<file path="config.mk">
export PLATFORM = sky130hd
export DESIGN_NAME = register_file_sb
export DESIGN_NICKNAME = d
export VERILOG_FILES = /design/src/rtl/register_file_sb.sv
export SDC_FILE = /design/constraint.sdc
export NUM_CORES = 1
export LEC_CHECK = 0
export CORE_ASPECT_RATIO = 1.25
export CORE_UTILIZATION = 27
export CTS_CLUSTER_SIZE = 10
export DETAILED_ROUTE_END_ITERATION = 10
export DONT_BUFFER_PORTS = 1
export SLEW_MARGIN = 5
export SYNTH_ARGS = -nofsm -noshare
export SYNTH_HDL_FRONTEND = slang
export SYNTH_SLANG_ARGS = --single-unit
</file>
<file path="constraint.sdc">
create_clock -name CLOCK -period 4.1 [get_ports CLOCK]
set_input_delay 0.82 -clock CLOCK [delete_from_list [all_inputs] [get_ports CLOCK]]
set_output_delay 0.82 -clock CLOCK [all_outputs]
set_load 0.1 [all_outputs]
</file>
<file path="src/rtl/register_file_sb.sv">
// Parametrised multi-read-port register file with a per-register pending scoreboard.
// Optional write-through forwarding to the read ports is enabled by defining REGFILE_BYPASS_EN.
module register_file_sb #(
  parameter int WIDTH  = 8,
  parameter int ADDR_W = 5,
  parameter int NREAD  = 2
) (
  input  logic                      CLOCK,
  input  logic                      RESET_N,
  input  logic [NREAD*ADDR_W-1:0]   RA,
  output logic [NREAD*WIDTH-1:0]    RD,
  output logic [NREAD-1:0]          RBUSY,
  output logic                      STALL,
  input  logic                      WE,
  input  logic [ADDR_W-1:0]         WA,
  input  logic [WIDTH-1:0]          WD,
  input  logic                      RSV,
  input  logic [ADDR_W-1:0]         RSV_A
);

  localparam int DEPTH = 2 ** ADDR_W;

  logic [DEPTH-1:0][WIDTH-1:0] mem_q, mem_d;
  logic [DEPTH-1:0]            pend_q, pend_d;
  logic                        wr_en;
  logic                        rsv_en;

  assign wr_en  = WE && (WA != '0);
  assign rsv_en = RSV && (RSV_A != '0);

  // Reserve is applied after the retiring write so a same-address collision leaves the bit set.
  always_comb begin
    mem_d  = mem_q;
    pend_d = pend_q;
    if (wr_en) begin
      mem_d[WA]  = WD;
      pend_d[WA] = 1'b0;
    end
    if (rsv_en) begin
      pend_d[RSV_A] = 1'b1;
    end
  end

  always_ff @(posedge CLOCK or negedge RESET_N) begin
    if (!RESET_N) begin
      mem_q  <= '0;
      pend_q <= '0;
    end else begin
      mem_q  <= mem_d;
      pend_q <= pend_d;
    end
  end

  for (genvar i = 0; i < NREAD; i++) begin : g_rport
    logic [ADDR_W-1:0] ra;
    assign ra = RA[i*ADDR_W +: ADDR_W];
`ifdef REGFILE_BYPASS_EN
    logic fwd;
    assign fwd = wr_en && (ra == WA);
    assign RD[i*WIDTH +: WIDTH] = fwd ? WD
                                : ((ra == '0) ? '0 : mem_q[ra]);
    assign RBUSY[i] = fwd ? (RSV && (RSV_A == WA)) : pend_q[ra];
`else
    assign RD[i*WIDTH +: WIDTH] = (ra == '0) ? '0 : mem_q[ra];
    assign RBUSY[i] = pend_q[ra];
`endif
  end

  assign STALL = |RBUSY;

endmodule

</file>
======== Word level (Yosys, flattened, before mapping) ========
Index checks and enable logic that the tools add are counted.
cells by class
  $lt $le $gt $ge ......................... 6
  muxes and demuxes ....................... 19
  bitwise gates (word level) .............. 3
  reduce and logical (&&, ||, !) cells .... 9
operators with widths
  kind                                                                                  count
  256-bit bitwise mux                                                                   1
  8-bit binary-select mux with 5-bit select                                             2
  32-bit two-way mux                                                                    2
  8-bit demux with 5-bit select                                                         1
  8-bit two-way mux                                                                     5
  32-bit bitwise AND                                                                    1
  32-bit NOT                                                                            1
  32-bit OR                                                                             1
  5-bit by 6-bit less-than comparator with 1-bit output (second input constant)         4
  1-bit binary-select mux with 5-bit select                                             2
  1-bit demux with 5-bit select                                                         2
  5-bit by 1-bit greater-or-equal comparator with 1-bit output (second input constant)  2
  5-bit zero test                                                                       2
  5-bit nonzero test                                                                    2
  1-bit logical AND                                                                     4
  1-bit two-way mux                                                                     4
  2-bit OR reduction                                                                    1
storage, ports and cells
  flip-flop bits (word level) ............. 288

======== Depth between registers and ports, before layout ========
Gate-level depths: netlist of run 1.
  depth in word-level cells ............... 9
  gate-level depth with buffers ........... 8
  gate-level depth less buffers ........... 5

======== Worst setup path after synthesis of run 1 ========
OpenSTA, ideal clock, no wires.
  kind .................................... input port to output port
  start ................................... input RA[0]
  end ..................................... output RD[3]
  arrival time ............................ 4120 ps
  path slack .............................. -840 ps
  cell stages on the path ................. 8
  path buffers ............................ 3
  cell sequence ........................... buf_2 -> buf_4 -> buf_2 -> nor2_1 -> nand2_1 -> o221ai_1 -> a211oi_1 -> a211oi_1
on the way
  cells in the longest elaborated chain, start to end .. 3
ends and longest elaborated chain
  item                                       RTL line  source
  from (decl)                                10        input logic [NREAD*ADDR_W-1:0] RA,
  8-bit binary-select mux with 5-bit select  64        assign RD[i*WIDTH +: WIDTH] = (ra == '0) ? '0 : mem_q[ra];
  8-bit two-way mux (implied by the code)    64
  8-bit two-way mux *                        64
  to (decl)                                  11        output logic [NREAD*WIDTH-1:0] RD,
Every way passes the cells marked *; elsewhere a longest branch is shown, timed or not. The select of a mux whose other input is x is not followed.

======== Worst setup path after layout of run 1 ========
  start ................................... register pend_q[7]
  end ..................................... output STALL
on the way
  cells in the longest elaborated chain, start to end .. 3
ends and longest elaborated chain
  item                                       RTL line  source
  from (decl)                                24        logic [DEPTH-1:0] pend_q, pend_d;
  from (signal assigned)                     50        pend_q <= pend_d;
  1-bit binary-select mux with 5-bit select  65        assign RBUSY[i] = pend_q[ra];
  1-bit two-way mux (implied by the code)    65
  2-bit OR reduction *                       69        assign STALL = |RBUSY;
  to (decl)                                  13        output logic STALL,
Marked as above.

==> results of run 1 <==
## layout make-up
type,count,area [um2]
multi-input cells,682,7930
clock inverters,2,35.0
flip-flops and latches,288,7210
repair buffers,33,248
well taps,742,928
fillers,5607,39000
clock buffers,49,1000
inverters,17,63.8
## layer usage
metal	wire length [um]	up-vias	global-route usage	part of all wire
met5	0	-	0	0
met4	1360	0	0.0539	0.031
met3	2890	89	0.0324	0.065
met2	21500	318	0.245	0.48
met1	18800	5350	0.202	0.42
li1	-	4157	-	-
## per-stage QoR
stage               cells  area [um2]  hold WS [ns]  worst slack, ns
floorplan            1083       15600         0.441            0.118
global placement     1762       16400         0.378            0.668
detailed placement   1762       16400         0.391            0.690
CTS                  1813       17400        0.0284            0.614
global route         1813       17400        0.0263            0.521
finish               1813       17400        0.0442            0.610
## worst max-delay path, stage by stage (launching register included)
cell,delay [ns]
dfrtp_1,0.40
mux4_2,0.47
and3b_1,0.17
nor4_1,0.66
o2111ai_2,0.18
buf_4,0.27
## cells by family (layout without fill, tap and decap cells)
family	count (synthesis)	count (layout)	synth area share
and+or+nand+nor	112	112	0.0383
muxes	448	448	0.406
buffers and inverters	113	101	0.0330
DFF	288	288	0.464
AOI/OAI and AO/OA	122	122	0.0592
## flip-flops by register name (all words and copies together) (netlist names)
signal	cells
mem_q	256
pend_q	32
## cells in the final DEF (no fill, tap or decap), drive strengths merged, types with 10 or more instances in the layout
cell type / Yosys / final
dfrtp: 288 / 288
inv: 17 / 17
buf: 40 / 33
nor2: 22 / 22
mux4: 119 / 119
nand2: 35 / 35
a22o: 23 / 23
o21ai: 11 / 11
mux2: 269 / 269
mux2i: 60 / 60
nand3: 10 / 10
o22ai: 26 / 26
a22oi: 10 / 10
nor2b: 10 / 10
clkbuf: 56 / 49
a211oi: 18 / 18
## cell usage after synthesis, drive strengths merged, types with 3 or more instances
library cell / instances
dfrtp: 288
nand2: 35
o21ai: 11
a211oi: 18
o221ai: 7
nor2b: 10
a32o: 5
nand3: 10
nand2b: 4
or3: 3
a22o: 23
a221o: 8
nor3: 8
mux4: 119
inv: 17
buf: 40
clkbuf: 56
nor2: 22
a22oi: 10
mux2i: 60
mux2: 269
nand4b: 3
a31oi: 4
and2: 3
a21oi: 4
o22ai: 26
## where the power goes
part / internal (mW) / switching, mW
clock: 1.74 / 1.15
sequential: 3.40 / 0.406
combinational: 1.03 / 0.818
total: 6.17 / 2.38
## worst min path at each step
| stage | from | end | slack, ns |
|---|---|---|---|
| after floorplan | mem_q[0] | mem_q[0] | 0.44 |
| after global placement | mem_q[7] | mem_q[7] | 0.38 |
| after detailed placement | mem_q[5] | mem_q[5] | 0.39 |
| after CTS | RESET_N | pend_q[11] | 0.03 |
| after global routing | RESET_N | pend_q[11] | 0.03 |
| final | RESET_N | pend_q[11] | 0.04 |
==> flow_metrics.tcl, run 1 <==
set metrics [dict create \
    status "finished, final reports clean" \
    max-slew-margin-rel 0.0940 \
    hold_violations 0 \
    die_x_um 217 \
    path_class "reg -> out" \
    clock_latency_ns 0.51 \
    cts_setup_buffers 0 \
    num_rows 97 \
    grt-ovfl-total 0 \
    timing_worst_slew_pin_value_ns 1.35 \
    async_flop_share 1.00 \
    rr_worst_depth 1 \
    core_um2 56400 \
    grt_use_total 0.152 \
    fin_setup_tns_ns 0 \
    peakVddDrop_mv 0.233 \
    p_per_area_nw_per_um2 491 \
    finalCritPeriodShare 0.851 \
    synth_area_leaders "dfrtp_1, mux2_2, mux4_2" \
    drive_above_1_share 0.456 \
    reg2reg_from "mem_q[45]" \
    synth_top_area_share 0.464 \
    start_util 0.275 \
    ctsResizeCount 0 \
    ctsHoldBuffers 0 \
    clockBufferDepth 3 \
    synth_area_leader_cell "dfrtp_1" \
    crit_path_start "pend_q[7]" \
    yosysWarningCount 0 \
    synthesis.nets 1115 \
    crit_path_end_kind "output port" \
    synth.distinct_cells 47 \
    cts_buffers 36 \
    path_clk_slew_ns 0.05 \
    drc 0 \
    start_kind "register" \
    synth_seq_cells 288 \
    place_congestion 0.848 \
    max_freq_mhz 287 \
    dp_hpwl_um 28700 \
    drt_wl_total_um 44600 \
    finalPower_mw 8.55 \
    ant_nets 0 \
    syn-cell-area_um2 15500 \
    grt_pass1_wl_um 67800 \
    io_buffer_count 0 \
    synthFlopType "dfrtp_1" \
    dr.pass1.iters 5 \
    die_y_um 270 \
    syn_area_per_cell_um2 14.4 \
    cellLeakagePower_nw 7.32 \
    antenna_found_initial 0 \
    nets 1090 \
    via_count 9914 \
    cp.arrival_ns 2.67 \
    r2r_end "mem_q[45]" \
    syn2layout_area_growth_pct 12.0 \
    hp-class "in -> async" \
    cts.sinks 288 \
    cp.required_ns 3.28 \
    r2r_slack_ns 3.29 \
    dieArea_um2 58500 \
    syn_inst 1083 \
    timing.max_cap.violations 0 \
    crit_path_end "STALL" \
    grt_max_degree 289 \
    io_pins 51 \
    rsz0062_at_grt "no" \
    routedWlPerCell_um 24.6 \
    grt_pass1_vias 10336 \
    fin_crit_ns 3.49 \
    synth_edf_count 0 \
    cts_max_level 2 \
    fin_skew_ns 0 \
    root_buffer "clkbuf_16" \
    final_core_utilization 0.309 \
    cts_tree "done" \
    drtIter0Drc 647 \
    finalSetupViolations 0 \
    vias_per_cell 5.47 \
    drv_slew 0 \
    ys_seq_area_frac 0.464 \
    cp_max_fo 3 \
    diodes 0 \
]
(Power assumes the default switching activity.)
==> inputs of run 2 (changes only) <==
--- a/config.mk
+++ b/config.mk
@@ -10,6 +10,7 @@
 export CTS_CLUSTER_SIZE = 10
 export DETAILED_ROUTE_END_ITERATION = 10
 export DONT_BUFFER_PORTS = 1
+export SETUP_SLACK_MARGIN = 0.05
 export SLEW_MARGIN = 5
 export SYNTH_ARGS = -nofsm -noshare
 export SYNTH_HDL_FRONTEND = slang
==> results of run 2 <==
Final layout, timing and power as in run 1 (identical DEF).
